`config.mk`:
```
export PLATFORM = sky130hd
export DESIGN_NAME = l1cache_port_arb
export DESIGN_NICKNAME = d
export VERILOG_FILES = /design/src/rtl/l1cache_pkg.sv /design/src/rtl/rr_arbiter.sv /design/src/rtl/l1cache_port_arb.sv
export SDC_FILE = /design/constraint.sdc
export NUM_CORES = 1
export LEC_CHECK = 0
export ABC_AREA = 1
export CAP_MARGIN = 20
export CORE_MARGIN = 2
export CORE_UTILIZATION = 38
export DETAILED_ROUTE_END_ITERATION = 10
export HOLD_SLACK_MARGIN = 0.06
export MAX_ROUTING_LAYER = met4
export PLACE_DENSITY = 0.82
export SETUP_SLACK_MARGIN = 0.2
export SLEW_MARGIN = 10
export SYNTH_ARGS = -nofsm -noshare
export SYNTH_HDL_FRONTEND = slang
export SYNTH_SLANG_ARGS = --single-unit
```
`constraint.sdc`:
```
create_clock -name clk -period 2.8 [get_ports clk]
set_input_delay 0.7 -clock clk [delete_from_list [all_inputs] [get_ports clk]]
set_output_delay 0.7 -clock clk [all_outputs]
set_load 0.05 [all_outputs]
```
`src/rtl/l1cache_pkg.sv`:
```
// rtl/l1cache_pkg.sv - shared types and constants for the L1 cache port arbiter
// Contents: FSM state enum, address/data widths, cache response codes.
package l1cache_pkg;

    localparam int ADDR_W = 20;
    localparam int DATA_W = 32;

    localparam logic [1:0] RESP_OKAY   = 2'b00;
    localparam logic [1:0] RESP_EXOKAY = 2'b01;
    localparam logic [1:0] RESP_SLVERR = 2'b10;
    localparam logic [1:0] RESP_DECERR = 2'b11;

    typedef enum logic [1:0] {
        IDLE  = 2'd0,
        ISSUE = 2'd1,
        WAIT  = 2'd2,
        RESP  = 2'd3
    } state_t;

endpackage

```
`src/rtl/rr_arbiter.sv`:
```
// rtl/rr_arbiter.sv - combinational round-robin grant selection
// Ports:
//   i_req     request vector, one bit per requester
//   i_last_id index of the most recently served requester
//   o_grant   one-hot grant (zero when no request)
//   o_idx     index of the granted requester
//   o_any     at least one request present
module rr_arbiter #(
    parameter int N   = 4,
    parameter int IDW = 2
) (
    input  logic [N-1:0]   i_req,
    input  logic [IDW-1:0] i_last_id,
    output logic [N-1:0]   o_grant,
    output logic [IDW-1:0] o_idx,
    output logic           o_any
);

    localparam logic [IDW:0] NW = (IDW+1)'(N);

    // One extra bit holds last_id + k before the mod-N wrap (max 2N-1).
    logic [IDW:0]   w_sum;
    logic [IDW-1:0] w_cand;

    always_comb begin
        o_grant = '0;
        o_idx   = '0;
        o_any   = 1'b0;
        w_sum   = '0;
        w_cand  = '0;
        // Scan last_id+1 .. last_id+N so the previous winner has lowest priority.
        for (int k = 1; k <= N; k++) begin
            w_sum = {1'b0, i_last_id} + (IDW+1)'(k);
            if (w_sum >= NW) begin
                w_sum = w_sum - NW;
            end
            w_cand = w_sum[IDW-1:0];
            if (!o_any && i_req[w_cand]) begin
                o_any           = 1'b1;
                o_grant[w_cand] = 1'b1;
                o_idx           = w_cand;
            end
        end
    end

endmodule

```
`src/rtl/l1cache_port_arb.sv`:
```
// rtl/l1cache_port_arb.sv - round-robin arbiter sharing one L1 cache port among requesters
// Ports:
//   clk, rstn                         clock, synchronous active-low reset
//   req_valid/req_write/addr/wdata    per-requester request, packed by requester index
//   req_ready                         one-hot acceptance pulse
//   rsp_valid/rsp_rdata/rsp_hit/err   one-hot completion pulse with payload
//   c_data_addr/c_wdata/c_*valid      cache command, live for one cycle
//   c_rvalid/c_rdata/c_*_hit/c_*_resp cache status, sampled only while waiting
module l1cache_port_arb
    import l1cache_pkg::*;
#(
    parameter int NUM_REQ = 4,
    parameter int TIMEOUT = 15
) (
    input  logic                      clk,
    input  logic                      rstn,
    input  logic [NUM_REQ-1:0]        req_valid,
    input  logic [NUM_REQ-1:0]        req_write,
    input  logic [NUM_REQ*ADDR_W-1:0] req_addr,
    input  logic [NUM_REQ*DATA_W-1:0] req_wdata,
    output logic [NUM_REQ-1:0]        req_ready,
    output logic [NUM_REQ-1:0]        rsp_valid,
    output logic [DATA_W-1:0]         rsp_rdata,
    output logic                      rsp_hit,
    output logic                      rsp_err,
    output logic [ADDR_W-1:0]         c_data_addr,
    output logic [DATA_W-1:0]         c_wdata,
    output logic                      c_awvalid,
    output logic                      c_wvalid,
    output logic                      c_arvalid,
    input  logic                      c_rvalid,
    input  logic [DATA_W-1:0]         c_rdata,
    input  logic                      c_w_hit,
    input  logic                      c_r_hit,
    input  logic [1:0]                c_w_resp,
    input  logic [1:0]                c_r_resp
);

    localparam int         IDW = (NUM_REQ > 1) ? $clog2(NUM_REQ) : 1;
    localparam logic [8:0] TO9 = 9'(TIMEOUT);

    state_t             r_state;
    logic [IDW-1:0]     r_last_id;
    logic [IDW-1:0]     r_id;
    logic               r_write;
    logic [7:0]         r_cnt;
    logic [ADDR_W-1:0]  r_c_addr;
    logic [DATA_W-1:0]  r_c_wdata;
    logic               r_c_aw;
    logic               r_c_w;
    logic               r_c_ar;
    logic [NUM_REQ-1:0] r_rsp_valid;
    logic [DATA_W-1:0]  r_rsp_rdata;
    logic               r_rsp_hit;
    logic               r_rsp_err;

    logic [NUM_REQ-1:0] w_grant;
    logic [IDW-1:0]     w_idx;
    logic               w_any;
    logic               w_done;
    logic               w_hit;
    logic               w_timeout;
    logic               w_unused;

    logic [ADDR_W-1:0]  w_addr  [NUM_REQ];
    logic [DATA_W-1:0]  w_wdata [NUM_REQ];

    for (genvar g = 0; g < NUM_REQ; g++) begin : g_unpack
        assign w_addr[g]  = req_addr[g*ADDR_W +: ADDR_W];
        assign w_wdata[g] = req_wdata[g*DATA_W +: DATA_W];
    end

    rr_arbiter #(
        .N   (NUM_REQ),
        .IDW (IDW)
    ) u_rr (
        .i_req     (req_valid),
        .i_last_id (r_last_id),
        .o_grant   (w_grant),
        .o_idx     (w_idx),
        .o_any     (w_any)
    );

    // Acceptance is a same-cycle handshake; suppressed while reset is asserted
    // because the grant would not be taken on that edge.
    assign req_ready = (rstn && r_state == IDLE) ? w_grant : '0;

    assign w_done    = r_write ? (c_w_hit || (c_w_resp != RESP_OKAY)) : c_rvalid;
    assign w_hit     = r_write ? c_w_hit : c_r_hit;
    // r_cnt holds (WAIT cycle number - 1), so this fires on WAIT cycle TIMEOUT.
    assign w_timeout = ({1'b0, r_cnt} + 9'd1) == TO9;
    // Read response code carries no information the response payload reports.
    assign w_unused  = ^c_r_resp;

    always_ff @(posedge clk) begin
        if (!rstn) begin
            r_state     <= IDLE;
            r_last_id   <= IDW'(NUM_REQ - 1);
            r_id        <= '0;
            r_write     <= 1'b0;
            r_cnt       <= '0;
            r_c_addr    <= '0;
            r_c_wdata   <= '0;
            r_c_aw      <= 1'b0;
            r_c_w       <= 1'b0;
            r_c_ar      <= 1'b0;
            r_rsp_valid <= '0;
            r_rsp_rdata <= '0;
            r_rsp_hit   <= 1'b0;
            r_rsp_err   <= 1'b0;
        end else begin
            // Command and response registers are pulses: cleared unless set below.
            r_c_addr    <= '0;
            r_c_wdata   <= '0;
            r_c_aw      <= 1'b0;
            r_c_w       <= 1'b0;
            r_c_ar      <= 1'b0;
            r_rsp_valid <= '0;
            r_rsp_rdata <= '0;
            r_rsp_hit   <= 1'b0;
            r_rsp_err   <= 1'b0;
            case (r_state)
                IDLE: begin
                    if (w_any) begin
                        r_id      <= w_idx;
                        r_write   <= req_write[w_idx];
                        r_c_addr  <= w_addr[w_idx];
                        r_c_wdata <= w_wdata[w_idx];
                        r_c_aw    <= req_write[w_idx];
                        r_c_w     <= req_write[w_idx];
                        r_c_ar    <= !req_write[w_idx];
                        r_state   <= ISSUE;
                    end
                end
                ISSUE: begin
                    r_cnt   <= '0;
                    r_state <= WAIT;
                end
                WAIT: begin
                    // Completion is checked first so it beats a coincident timeout.
                    if (w_done || w_timeout) begin
                        r_rsp_valid <= NUM_REQ'(1) << r_id;
                        r_rsp_rdata <= (w_done && !r_write) ? c_rdata : '0;
                        r_rsp_hit   <= w_done && w_hit;
                        r_rsp_err   <= !w_done;
                        r_state     <= RESP;
                    end else begin
                        r_cnt <= r_cnt + 8'd1;
                    end
                end
                RESP: begin
                    r_last_id <= r_id;
                    r_state   <= IDLE;
                end
                default: r_state <= IDLE;
            endcase
        end
    end

    assign rsp_valid   = r_rsp_valid;
    assign rsp_rdata   = r_rsp_rdata;
    assign rsp_hit     = r_rsp_hit;
    assign rsp_err     = r_rsp_err;
    assign c_data_addr = r_c_addr;
    assign c_wdata     = r_c_wdata;
    assign c_awvalid   = r_c_aw;
    assign c_wvalid    = r_c_w;
    assign c_arvalid   = r_c_ar;

endmodule

```
==> flow_summary.html, run 1 <==
<table>
<tr><th>Metric</th><th>Value</th></tr>
<tr><th colspan="2">Run status</th></tr>
<tr><td>Outcome</td><td>finished with violations</td></tr>
<tr><td>Failing checks</td><td>negative setup slack</td></tr>
<tr><th colspan="2">Synth</th></tr>
<tr><td>Number of flip-flops and latches in the synthesized netlist</td><td>roughly 110</td></tr>
<tr><td>Leading area contributor after synthesis</td><td>dfxtp_1</td></tr>
<tr><td>Netlist Area Pre-Place</td><td>approximately 0.0067 mm2</td></tr>
<tr><td>Post-synth EDFFs</td><td>0</td></tr>
<tr><td>Count of different cell masters after synthesis</td><td>35</td></tr>
<tr><td>Synth Instances</td><td>between 1000 and 1500</td></tr>
<tr><td>Area share of the largest cell type after synthesis</td><td>around 32%</td></tr>
<tr><td>Ys async rst share</td><td>0%</td></tr>
<tr><td>Synth warn</td><td>0</td></tr>
<tr><td>Leading post-synthesis cells by cell area</td><td>dfxtp_1, inv_1, nand4_1</td></tr>
<tr><td>Synthesized area per cell</td><td>approximately 6.5 um2</td></tr>
<tr><td>Register area share after synthesis</td><td>32.2%</td></tr>
<tr><td>Post-synth top flop</td><td>dfxtp_1</td></tr>
<tr><td>Synthesized Nets</td><td>1290</td></tr>
<tr><th colspan="2">GRT</th></tr>
<tr><td>Antenna violations before repair</td><td>0</td></tr>
<tr><td>Pin count of the biggest net entering global routing</td><td>69</td></tr>
<tr><td>Total congestion overflow after global routing</td><td>0</td></tr>
<tr><td>GR Util All Layers</td><td>around 25%</td></tr>
<tr><td>First-pass GRT wire length</td><td>between 30000 and 40000 um</td></tr>
<tr><td>Number of global-route vias before repair</td><td>roughly 7300</td></tr>
<tr><th colspan="2">Drt</th></tr>
<tr><td>DR vias/cell</td><td>4.96</td></tr>
<tr><td>Drt total wl</td><td>around 24000 um</td></tr>
<tr><td>Post-detailed-route DRC marker count</td><td>0</td></tr>
<tr><td>Remaining number of nets flagged by the antenna check after routing</td><td>0</td></tr>
<tr><td>Vias</td><td>slightly below 8000</td></tr>
<tr><td>Per-cell routed wire length</td><td>15.2 um</td></tr>
<tr><td>DR iter-0 viols</td><td>between 500 and 600</td></tr>
<tr><td>Number of iterations in the first detailed-routing pass</td><td>5</td></tr>
<tr><th colspan="2">Cells and area</th></tr>
<tr><td>Fill cells</td><td>roughly 1500</td></tr>
<tr><td>Layout cells sized above 1</td><td>between 10% and 20%</td></tr>
<tr><td>Finished Cell Area</td><td>0.0111 mm2</td></tr>
<tr><td>Antenna diode instance count</td><td>0</td></tr>
<tr><td>Most used cells in the layout excluding fill and tap cells</td><td>clkdlybuf4s50_1, inv_1, nand2_1</td></tr>
<tr><td>Final nets</td><td>1630</td></tr>
<tr><td>Synthesis-to-layout area growth</td><td>66.6%</td></tr>
<tr><td>Leading cell type in the layout, fill and taps excluded</td><td>clkdlybuf4s50_1</td></tr>
<tr><td>Non-filler cells in the finished layout</td><td>around 1600</td></tr>
<tr><th colspan="2">Die</th></tr>
<tr><td>Starting density of the core</td><td>approximately two fifths</td></tr>
<tr><td>Area enclosed by the die boundary</td><td>roughly 0.019 mm2</td></tr>
<tr><td>Io pins</td><td>354</td></tr>
<tr><td>Floorplan core area</td><td>~0.017 mm2</td></tr>
<tr><td>Die Span X</td><td>approximately 140 um</td></tr>
<tr><td>Height of the die</td><td>about 140 um</td></tr>
<tr><td>Number of cell rows</td><td>48</td></tr>
<tr><th colspan="2">STA</th></tr>
<tr><td>Number of pins with negative max-slew slack in the final report</td><td>0</td></tr>
<tr><td>Least setup slack across all paths after layout</td><td>-40.7 ps</td></tr>
<tr><td>Final Hold Viols</td><td>0</td></tr>
<tr><td>Total setup violations reported at the end of the flow</td><td>4</td></tr>
<tr><td>Total negative setup slack</td><td>-111 ps</td></tr>
<tr><td>Minimum period implied by the final worst setup slack</td><td>around 2800 ps</td></tr>
<tr><td>Maximum clock frequency</td><td>between 300 and 400 MHz</td></tr>
<tr><td>Worst clock skew</td><td>13.2 ps</td></tr>
<tr><td>Unrepaired setup endpoints after global routing</td><td>true</td></tr>
<tr><td>Relative max-transition margin</td><td>about 62%</td></tr>
<tr><td>Worst-margin pin slew</td><td>approximately 560 ps</td></tr>
<tr><td>Fin crit share</td><td>101%</td></tr>
<tr><th colspan="2">Hold path</th></tr>
<tr><td>Cell depth of the worst hold path</td><td>1</td></tr>
<tr><td>Type of the worst min-delay path</td><td>flip-flop to flip-flop</td></tr>
<tr><th colspan="2">Clocking</th></tr>
<tr><td>Number of H-tree branching levels</td><td>3</td></tr>
<tr><td>Post-CTS Hold Fix Bufs</td><td>0</td></tr>
<tr><td>Clk buf depth</td><td>2</td></tr>
<tr><td>Root buffer cell</td><td>clkbuf_16</td></tr>
<tr><td>Number of sinks on the clock net</td><td>107</td></tr>
<tr><td>CTS clock-pin slew for the worst setup and hold paths</td><td>~80 ps</td></tr>
<tr><td>Skew-Pair Late Insertion Delay</td><td>around 360 ps</td></tr>
<tr><td>Clock tree from TritonCTS</td><td>yes</td></tr>
<tr><td>TritonCTS buffer count</td><td>9</td></tr>
<tr><th colspan="2">Worst setup path</th></tr>
<tr><td>Reg2Reg Depth</td><td>16</td></tr>
<tr><td>Endpoint class of the critical path</td><td>primary output</td></tr>
<tr><td>Critical-path cell with the highest stage delay</td><td>dfxtp_4</td></tr>
<tr><td>Number of buffer and inverter instances along the worst setup path</td><td>5</td></tr>
<tr><td>Largest stage delay on the critical path</td><td>380 ps</td></tr>
<tr><td>Signal arrival time at the worst endpoint</td><td>between 2000 and 2500 ps</td></tr>
<tr><td>CP Max Fanout</td><td>3</td></tr>
<tr><td>Total stage count of the critical path</td><td>12</td></tr>
<tr><td>Crit path max-delay family</td><td>buffers and inverters</td></tr>
<tr><td>Kind of start point of the critical path</td><td>flip-flop</td></tr>
<tr><td>Dominant cell type by count on the critical path</td><td>buf_12</td></tr>
<tr><td>Worst Path Required</td><td>between 2000 and 2500 ps</td></tr>
<tr><td>Category of the most critical setup path</td><td>flip-flop to primary output</td></tr>
<tr><td>Cells along the critical path</td><td>inv_6 -&gt; ha_4 -&gt; nand3_2 -&gt; nand2_4 -&gt; buf_12 -&gt; nor2_8 -&gt; buf_12 -&gt; a31oi_1 -&gt; o21ai_1 -&gt; nand2_1 -&gt; clkinvlp_4 -&gt; buf_12</td></tr>
<tr><th colspan="2">Placement</th></tr>
<tr><td>Gpl congestion</td><td>roughly 0.9</td></tr>
<tr><td>Number of buffers added on ports</td><td>351</td></tr>
<tr><td>Placed cell count</td><td>roughly 1600</td></tr>
<tr><td>Post-DP HPWL</td><td>about 18000 um</td></tr>
<tr><td>Placed Area</td><td>0.0106 mm2</td></tr>
<tr><th colspan="2">Pwr</th></tr>
<tr><td>Portion of total power attributed to the clock network</td><td>about an eighth</td></tr>
<tr><td>Combinational Power Share</td><td>66.1%</td></tr>
<tr><td>Power dissipated by switching net loads</td><td>just over 5000 uW</td></tr>
<tr><td>Int Pwr</td><td>between 5000 and 6000 uW</td></tr>
<tr><td>Sequential cell fraction of total power</td><td>approximately 21%</td></tr>
<tr><td>Total power per unit cell area</td><td>a little over 900 mW/mm2</td></tr>
<tr><td>Net Sw Frac</td><td>around half</td></tr>
<tr><td>Static power due to leakage</td><td>about 0.0054 uW</td></tr>
<tr><td>Worst IR drop on VDD</td><td>approximately 0.6 mV</td></tr>
<tr><th colspan="2">Run</th></tr>
<tr><td>Max-cap check violation count</td><td>0</td></tr>
</table>
routing by layer:
layer / track usage [%] / vias up / part of all wire (%)
li1: - / 3877 / -
met1: 29.4 / 3583 / 40
met2: 43.8 / 361 / 49
met3: 4.18 / 55 / 7.6
met4: 9.95 / 0 / 3.2
met5: - / - / 0
per-stage QoR:
| stage | utilization (%) | power (uW) | setup WS [ps] | hold slack (ps) |
|---|---|---|---|---|
| global placement | 61.8 | 8560 | -243 | 459 |
| CTS | 64.2 | 10100 | -25.8 | 480 |
| global route | 64.3 | 10700 | -103 | 509 |
| floorplan | - | 6360 | 255 | 426 |
| finish | 64.3 | 10100 | -40.7 | 483 |
| detailed placement | 61.8 | 8670 | -295 | 464 |
power by group through the flow:
stage / Clock (uW) / Combinational, uW / Sequential, uW
global route: 1420 / 7150 / 2130
detailed placement: 0 / 6540 / 2130
CTS: 1370 / 6660 / 2100
finish: 1350 / 6700 / 2100
global placement: 0 / 6450 / 2110
floorplan: 0 / 2920 / 3440
synthesized netlist by cell type, types with 6 or more instances:
cell and count:
inv_1 274, nand2_1 161, nand4_1 109, dfxtp_1 107, nand3_1 101, a21oi_1 67
nor2_1 43, nand3_2 34, buf_2 26, clkbuf_1 26, ha_1 14, o21ai_0 9
buf_4 8, nand2_2 7, buf_6 6
sequential cells by signal, indices dropped and copies added, names as in the netlist:
signal	cells
c_wdata	32
rsp_hit	1
r_last_id	2
rsp_valid	4
r_id	2
r_cnt	8
rsp_err	1
c_data_addr	20
rsp_rdata	32
r_write	1
c_wvalid	1
r_state	2
c_arvalid	1
area by class of cell:
type	count	area (um2)	area share [%]
clock buffers	9	225	2.03
well taps	225	282	2.54
clock inverters	7	88.8	0.802
multi-input cells	569	3200	28.9
repair buffers	395	4080	36.8
flip-flops and latches	107	2150	19.4
inverters	277	1060	9.61
worst paths after layout:
kind                                                start                      end  slack, ps
worst max-delay path            r_last_id[0]$_SDFFE_PN1N_             req_ready[0]        -40
worst max register to register  r_last_id[0]$_SDFFE_PN1N_     r_write$_SDFFE_PN0P_        310
worst min register to register       r_id[0]$_SDFFE_PN0P_  rsp_valid[2]$_SDFF_PN0_        480
worst min-delay path                 r_id[0]$_SDFFE_PN0P_  rsp_valid[2]$_SDFF_PN0_        480
worst reg2reg max path, cell delays in order, from the launching register on:
cell and delay, ps:
dfxtp_4 380, inv_6 40, ha_4 290, inv_4 40
nand3_4 60, nand2_4 70, buf_12 130, nor2_8 110
nand4_4 140, buf_4 170, buf_4 120, buf_4 130
a21oi_4 200, buf_12 190, nand3_1 120, nand3_1 120
nand2_1 70
cells by family (layout without fill, tap and decap cells):
kind of cell             count (synthesis)  count (layout)  synth area share, %
buffers and inverters                  343             688                 21.0
AO/OA/AOI/OAI                           87              87                 7.03
multiplexers                             1               1                0.150
flip-flops                             107             107                 32.2
adder cells (fa/ha/maj)                 14              14                 2.63
AND/OR/NAND/NOR                        464             464                 36.6
XOR/XNOR                                 3               3                0.395
what timing repair did:
action | 4_1_cts | 5_1_grt
pin swaps | 7 | 2
resized for setup | 24 | 8
setup endpoints to repair | 5 | 4
setup buffers | 5 | 1
No activity file was read; power rests on OpenSTA's default activity.
==> run 2: changes to the inputs <==
CORE_ASPECT_RATIO = 1.25   (was not set)
CORE_MARGIN = 10   (was 2)
==> flow_summary.html, run 2 (synthesized netlist as in run 1, its figures left out) <==
<table>
<tr><th>Metric</th><th>Value</th></tr>
<tr><th colspan="2">Run status</th></tr>
<tr><td>Outcome</td><td>finished with violations</td></tr>
<tr><td>Failing checks</td><td>negative setup slack</td></tr>
<tr><th colspan="2">Clocking</th></tr>
<tr><td>Clk buf depth</td><td>2</td></tr>
<tr><td>Clock tree from TritonCTS</td><td>yes</td></tr>
<tr><td>TritonCTS buffer count</td><td>9</td></tr>
<tr><td>Skew-Pair Late Insertion Delay</td><td>roughly 360 ps</td></tr>
<tr><td>Number of H-tree branching levels</td><td>3</td></tr>
<tr><td>CTS clock-pin slew for the worst setup and hold paths</td><td>80 ps</td></tr>
<tr><td>Number of sinks on the clock net</td><td>107</td></tr>
<tr><td>Post-CTS Hold Fix Bufs</td><td>0</td></tr>
<tr><td>Root buffer cell</td><td>clkbuf_16</td></tr>
<tr><th colspan="2">Die</th></tr>
<tr><td>Die Span X</td><td>approximately 140 um</td></tr>
<tr><td>Starting density of the core</td><td>a little under two fifths</td></tr>
<tr><td>Number of cell rows</td><td>54</td></tr>
<tr><td>Floorplan core area</td><td>between 0.015 and 0.02 mm2</td></tr>
<tr><td>Io pins</td><td>between 300 and 400</td></tr>
<tr><td>Area enclosed by the die boundary</td><td>about 0.023 mm2</td></tr>
<tr><td>Height of the die</td><td>about 170 um</td></tr>
<tr><th colspan="2">STA</th></tr>
<tr><td>Fin crit share</td><td>102%</td></tr>
<tr><td>Unrepaired setup endpoints after global routing</td><td>true</td></tr>
<tr><td>Final Hold Viols</td><td>0</td></tr>
<tr><td>Least setup slack across all paths after layout</td><td>-55.7 ps</td></tr>
<tr><td>Worst clock skew</td><td>between 10 and 15 ps</td></tr>
<tr><td>Number of pins with negative max-slew slack in the final report</td><td>0</td></tr>
<tr><td>Total setup violations reported at the end of the flow</td><td>4</td></tr>
<tr><td>Relative max-transition margin</td><td>58.4%</td></tr>
<tr><td>Maximum clock frequency</td><td>350 MHz</td></tr>
<tr><td>Minimum period implied by the final worst setup slack</td><td>between 2000 and 3000 ps</td></tr>
<tr><td>Worst-margin pin slew</td><td>622 ps</td></tr>
<tr><th colspan="2">Worst setup path</th></tr>
<tr><td>Category of the most critical setup path</td><td>input port to primary output</td></tr>
<tr><td>Crit path max-delay family</td><td>buffers and inverters</td></tr>
<tr><td>Kind of start point of the critical path</td><td>input port</td></tr>
<tr><td>CP Max Fanout</td><td>4</td></tr>
<tr><td>Signal arrival time at the worst endpoint</td><td>around 2200 ps</td></tr>
<tr><td>Worst Path Required</td><td>~2100 ps</td></tr>
<tr><td>Endpoint class of the critical path</td><td>primary output</td></tr>
<tr><td>Critical-path cell with the highest stage delay</td><td>dlygate4sd2_1</td></tr>
<tr><td>Number of buffer and inverter instances along the worst setup path</td><td>6</td></tr>
<tr><td>Cells along the critical path</td><td>dlygate4sd2_1 -&gt; inv_2 -&gt; nand2_2 -&gt; nand3_4 -&gt; nand2_8 -&gt; buf_6 -&gt; inv_6 -&gt; nand3_2 -&gt; o221ai_2 -&gt; nand2_1 -&gt; clkinvlp_4 -&gt; buf_12</td></tr>
<tr><td>Largest stage delay on the critical path</td><td>250 ps</td></tr>
<tr><th colspan="2">Placement</th></tr>
<tr><td>Post-DP HPWL</td><td>approximately 21000 um</td></tr>
<tr><td>Gpl congestion</td><td>approximately 0.96</td></tr>
<tr><td>Setup slack at placement</td><td>-411 ps</td></tr>
<tr><td>Number of buffers added on ports</td><td>~350</td></tr>
<tr><td>Placed cell count</td><td>about 1600</td></tr>
<tr><th colspan="2">Cells and area</th></tr>
<tr><td>Storage cell area</td><td>roughly 0.0021 mm2</td></tr>
<tr><td>Non-filler cells in the finished layout</td><td>1608</td></tr>
<tr><td>Leading cell type in the layout, fill and taps excluded</td><td>clkdlybuf4s50_1</td></tr>
<tr><td>Layout cells sized above 1</td><td>approximately 11%</td></tr>
<tr><td>Synthesis-to-layout area growth</td><td>68.5%</td></tr>
<tr><td>Fill cells</td><td>about 1500</td></tr>
<tr><td>Area of the multi-input gates</td><td>0.00325 mm2</td></tr>
<tr><td>Final nets</td><td>between 1500 and 2000</td></tr>
<tr><td>Most used cells in the layout excluding fill and tap cells</td><td>clkdlybuf4s50_1, inv_1, nand2_1</td></tr>
<tr><th colspan="2">GRT</th></tr>
<tr><td>Number of global-route vias before repair</td><td>~7700</td></tr>
<tr><td>First-pass GRT wire length</td><td>between 40000 and 50000 um</td></tr>
<tr><td>GR Util All Layers</td><td>a little under a quarter</td></tr>
<tr><td>Antenna violations before repair</td><td>2</td></tr>
<tr><td>Pin count of the biggest net entering global routing</td><td>57</td></tr>
<tr><td>Total congestion overflow after global routing</td><td>0</td></tr>
<tr><th colspan="2">Drt</th></tr>
<tr><td>Number of iterations in the first detailed-routing pass</td><td>5</td></tr>
<tr><td>DR vias/cell</td><td>slightly below 5</td></tr>
<tr><td>DR iter-0 viols</td><td>a little under 500</td></tr>
<tr><td>Drt total wl</td><td>about 27000 um</td></tr>
<tr><td>Vias</td><td>slightly below 8000</td></tr>
<tr><td>Remaining number of nets flagged by the antenna check after routing</td><td>0</td></tr>
<tr><td>Post-detailed-route DRC marker count</td><td>0</td></tr>
<tr><td>Per-cell routed wire length</td><td>approximately 17 um</td></tr>
<tr><th colspan="2">Pwr</th></tr>
<tr><td>Static power due to leakage</td><td>roughly 0.0055 uW</td></tr>
<tr><td>Total power per unit cell area</td><td>roughly 910 mW/mm2</td></tr>
<tr><td>Worst IR drop on VDD</td><td>0.481 mV</td></tr>
<tr><th colspan="2">Run</th></tr>
<tr><td>Max-cap check violation count</td><td>0</td></tr>
<tr><th colspan="2">Hold path</th></tr>
<tr><td>Type of the worst min-delay path</td><td>flip-flop to flip-flop</td></tr>
</table>
[run 2: worst paths after layout]
path | start | to | slack, ps | depth (start not counted)
worst max-delay path | req_valid[2] | req_ready[1] | -60 | 12
worst min-delay path | r_id[0]$_SDFFE_PN0P_ | rsp_valid[0]$_SDFF_PP0_ | 480 | 1
worst max register to register | r_last_id[0]$_SDFFE_PN1N_ | c_wdata[24]$_SDFF_PN0_ | 370 | 15
worst min register to register | r_id[0]$_SDFFE_PN0P_ | rsp_valid[0]$_SDFF_PP0_ | 480 | 1
[run 2: layout make-up]
class / count / share of cell area (%)
multi-input combinational: 569 / 29.0
sequential: 107 / 19.1
inverter: 277 / 9.52
antenna: 2 / 0.0446
tap: 224 / 2.50
timing repair buffer: 413 / 37.2
clock inverter: 6 / 0.558
clock buffer: 10 / 2.04
[run 2: stage by stage]
| stage | hold slack (ps) | total power [uW] | instance area, um2 | setup TNS [ps] | utilization, % |
|---|---|---|---|---|---|
| floorplan | 426 | 6360 | 6680 | 0 | - |
| global placement | 480 | 8670 | 10800 | -5240 | 62.0 |
| detailed placement | 463 | 8750 | 10800 | -6810 | 62.0 |
| CTS | 482 | 10200 | 11100 | -128 | 64.2 |
| global route | 506 | 10800 | 11200 | -644 | 64.6 |
| finish | 485 | 10200 | 11200 | -172 | 64.6 |
[run 2: timing repair]
item | 4_1_cts | 5_1_grt
pin swaps | 7 | 5
resized for setup | 33 | 8
setup endpoints to repair | 4 | 4
buffers inserted | 2 | 2
cloned | 0 | 0
[run 2: worst register-to-register path, cell delays in order, from the launching register on]
cell and delay [ps]:
dfxtp_4 380, inv_6 40, ha_4 300, inv_4 50, nand3_4 80, nand2_8 80, buf_6 130, inv_6 60
buf_4 100, buf_4 90, o21ai_1 80, nand2_4 100, buf_4 400, nand4_1 240, nand3_2 130, a21oi_1 60
[run 2: power by group]
part / switching [uW] / internal (uW) / leakage [uW] / total (uW)
sequential: 153 / 1940 / 0.000872 / 2090
combinational: 4280 / 2510 / 0.00450 / 6790
clock: 667 / 632 / 0.000143 / 1300
total: 5100 / 5080 / 0.00552 / 10200
[run 2: per-layer routing]
metal,vias to the layer above,track usage (%),wire length [um],part of all wire [%]
li1,3912,-,-,-
met5,-,-,0,0
met4,0,10.0,1100,4.0
met2,315,39.6,14100,52
met1,3641,25.0,10400,38
met3,66,4.50,1820,6.6
==> run 3: changes to the inputs <==
TNS_END_PERCENT = 5   (was not set)
==> flow_summary.html, run 3 (synthesized netlist as in run 1, its figures left out) <==
<table>
<tr><th>Metric</th><th>Value</th></tr>
<tr><th colspan="2">Run status</th></tr>
<tr><td>Outcome</td><td>finished with violations</td></tr>
<tr><td>Failing checks</td><td>negative setup slack</td></tr>
<tr><th colspan="2">Cells and area</th></tr>
<tr><td>Storage cell area</td><td>approximately 0.0021 mm2</td></tr>
<tr><td>Final nets</td><td>about 1600</td></tr>
<tr><td>Leading cell type in the layout, fill and taps excluded</td><td>clkdlybuf4s50_1</td></tr>
<tr><td>Area of the multi-input gates</td><td>~0.0032 mm2</td></tr>
<tr><td>Fill cells</td><td>roughly 1500</td></tr>
<tr><td>Layout cells sized above 1</td><td>10.9%</td></tr>
<tr><td>Post-Route Utilization</td><td>between 60% and 70%</td></tr>
<tr><td>Synthesis-to-layout area growth</td><td>67.8%</td></tr>
<tr><td>Most used cells in the layout excluding fill and tap cells</td><td>clkdlybuf4s50_1, inv_1, nand2_1</td></tr>
<tr><th colspan="2">Pwr</th></tr>
<tr><td>Worst IR drop on VDD</td><td>between 0.4 and 0.5 mV</td></tr>
<tr><td>Total power per unit cell area</td><td>roughly 910 mW/mm2</td></tr>
<tr><td>Static power due to leakage</td><td>around 0.0055 uW</td></tr>
<tr><th colspan="2">STA</th></tr>
<tr><td>Worst-margin pin slew</td><td>622 ps</td></tr>
<tr><td>Total setup violations reported at the end of the flow</td><td>4</td></tr>
<tr><td>Number of pins with negative max-slew slack in the final report</td><td>0</td></tr>
<tr><td>Minimum period implied by the final worst setup slack</td><td>2850 ps</td></tr>
<tr><td>Final Hold Viols</td><td>0</td></tr>
<tr><td>Relative max-transition margin</td><td>between 50% and 60%</td></tr>
<tr><td>Maximum clock frequency</td><td>351 MHz</td></tr>
<tr><td>Hold_ws</td><td>approximately 490 ps</td></tr>
<tr><td>Fin crit share</td><td>102%</td></tr>
<tr><td>Worst clock skew</td><td>about 14 ps</td></tr>
<tr><td>Unrepaired setup endpoints after global routing</td><td>true</td></tr>
<tr><td>Least setup slack across all paths after layout</td><td>-49.5 ps</td></tr>
<tr><th colspan="2">Drt</th></tr>
<tr><td>Number of iterations in the first detailed-routing pass</td><td>5</td></tr>
<tr><td>Vias</td><td>7920</td></tr>
<tr><td>Drt total wl</td><td>approximately 27000 um</td></tr>
<tr><td>Remaining number of nets flagged by the antenna check after routing</td><td>0</td></tr>
<tr><td>Per-cell routed wire length</td><td>between 15 and 20 um</td></tr>
<tr><td>DR iter-0 viols</td><td>between 400 and 500</td></tr>
<tr><td>DR vias/cell</td><td>4.93</td></tr>
<tr><td>Post-detailed-route DRC marker count</td><td>0</td></tr>
<tr><th colspan="2">Clocking</th></tr>
<tr><td>Root buffer cell</td><td>clkbuf_16</td></tr>
<tr><td>Clock tree from TritonCTS</td><td>yes</td></tr>
<tr><td>Number of H-tree branching levels</td><td>3</td></tr>
<tr><td>Skew-Pair Late Insertion Delay</td><td>roughly 360 ps</td></tr>
<tr><td>Clk buf depth</td><td>2</td></tr>
<tr><td>Number of sinks on the clock net</td><td>about 110</td></tr>
<tr><td>TritonCTS buffer count</td><td>9</td></tr>
<tr><td>CTS clock-pin slew for the worst setup and hold paths</td><td>about 80 ps</td></tr>
<tr><th colspan="2">Hold path</th></tr>
<tr><td>Critical hold path startpoint</td><td>r_id[0]$_SDFFE_PN0P_</td></tr>
<tr><td>Type of the worst min-delay path</td><td>flip-flop to flip-flop</td></tr>
<tr><th colspan="2">Die</th></tr>
<tr><td>Area enclosed by the die boundary</td><td>roughly 0.023 mm2</td></tr>
<tr><td>Starting density of the core</td><td>38.3%</td></tr>
<tr><td>Number of cell rows</td><td>54</td></tr>
<tr><td>Die Span X</td><td>around 140 um</td></tr>
<tr><td>Io pins</td><td>between 300 and 400</td></tr>
<tr><td>Floorplan core area</td><td>approximately 0.017 mm2</td></tr>
<tr><td>Height of the die</td><td>approximately 170 um</td></tr>
<tr><th colspan="2">GRT</th></tr>
<tr><td>First-pass GRT wire length</td><td>approximately 42000 um</td></tr>
<tr><td>GR Util All Layers</td><td>about 23%</td></tr>
<tr><td>Number of global-route vias before repair</td><td>approximately 7700</td></tr>
<tr><td>Pin count of the biggest net entering global routing</td><td>57</td></tr>
<tr><td>Total congestion overflow after global routing</td><td>0</td></tr>
<tr><td>Antenna violations before repair</td><td>2</td></tr>
<tr><th colspan="2">Worst setup path</th></tr>
<tr><td>Endpoint class of the critical path</td><td>primary output</td></tr>
<tr><td>Worst Path Required</td><td>between 2000 and 2500 ps</td></tr>
<tr><td>CP Max Fanout</td><td>4</td></tr>
<tr><td>Category of the most critical setup path</td><td>input port to primary output</td></tr>
<tr><td>R2R setup slack</td><td>roughly 450 ps</td></tr>
<tr><td>Signal arrival time at the worst endpoint</td><td>~2200 ps</td></tr>
<tr><td>Critical path origin</td><td>req_valid[2]</td></tr>
<tr><td>Launch point of the worst reg-to-reg path</td><td>r_last_id[0]$_SDFFE_PN1N_</td></tr>
<tr><td>Kind of start point of the critical path</td><td>input port</td></tr>
<tr><th colspan="2">Placement</th></tr>
<tr><td>Gpl congestion</td><td>around 0.96</td></tr>
<tr><td>Number of buffers added on ports</td><td>around 350</td></tr>
<tr><td>Post-DP HPWL</td><td>21300 um</td></tr>
<tr><th colspan="2">Run</th></tr>
<tr><td>Max-cap check violation count</td><td>0</td></tr>
</table>
-- run 3: cell count changes in the layout (fill, tap and decap cells not counted), sizes merged --
cell / delta
buf: -2
-- run 3: through the flow --
stage | setup WS (ps) | setup TNS (ps) | total power, uW | instances | area (um2)
after floorplan | 255 | 0 | 6360 | 1019 | 6680
after global placement | -319 | -5240 | 8670 | 1586 | 10800
after detailed placement | -411 | -6810 | 8750 | 1586 | 10800
after CTS | -49.7 | -142 | 10200 | 1604 | 11100
after global routing | -181 | -665 | 10800 | 1606 | 11200
final | -49.5 | -129 | 10100 | 1606 | 11200
-- run 3: area by class of cell --
type | instances | share of cell area (%)
clock buffers | 10 | 2.05
multi-input cells | 569 | 28.8
well taps | 224 | 2.51
diodes | 2 | 0.0448
repair buffers | 411 | 37.3
inverters | 277 | 9.53
clock inverters | 6 | 0.560
flip-flops and latches | 107 | 19.2
-- run 3: per-layer routing --
layer  wire (um)  vias to the layer above  GRT usage, %
li1            -                     3903             -
met5           0                        -             -
met1       10300                     3621          25.0
met4        1090                        0          10.0
met3        1890                       62          4.50
met2       14200                      334          39.6
-- run 3: timing repair --
item / in CTS / in global routing
endpoints found under the setup margin: 4 / 4
pin swaps: 7 / 3
hold buffers: 0 / 0
gates resized for setup: 31 / 3
buffers inserted: 2 / 0
-- run 3: final timing paths --
kind	endpoint	depth (start not counted)
setup reg to reg	c_wdata[24]$_SDFF_PN0_	13
hold / removal	rsp_valid[0]$_SDFF_PP0_	1
setup / recovery	req_ready[2]	13
hold reg to reg	rsp_valid[0]$_SDFF_PP0_	1
-- run 3: critical path: stages --
cell and delay, ps:
dlygate4sd2_1 250, buf_4 130, nand2_1 70, nand3_1 80
nand2_2 80, nor2_2 70, nand2_1 80, o21ai_2 60
a31oi_1 140, o21ai_1 100, nand2_1 120, clkinvlp_4 110
buf_12 150
-- run 3: power by group --
group / leakage, uW / internal [uW] / switching (uW)
logic: 0.00449 / 2480 / 4260
clock network: 0.000143 / 632 / 665
registers: 0.000872 / 1940 / 152
total: 0.00550 / 5050 / 5070
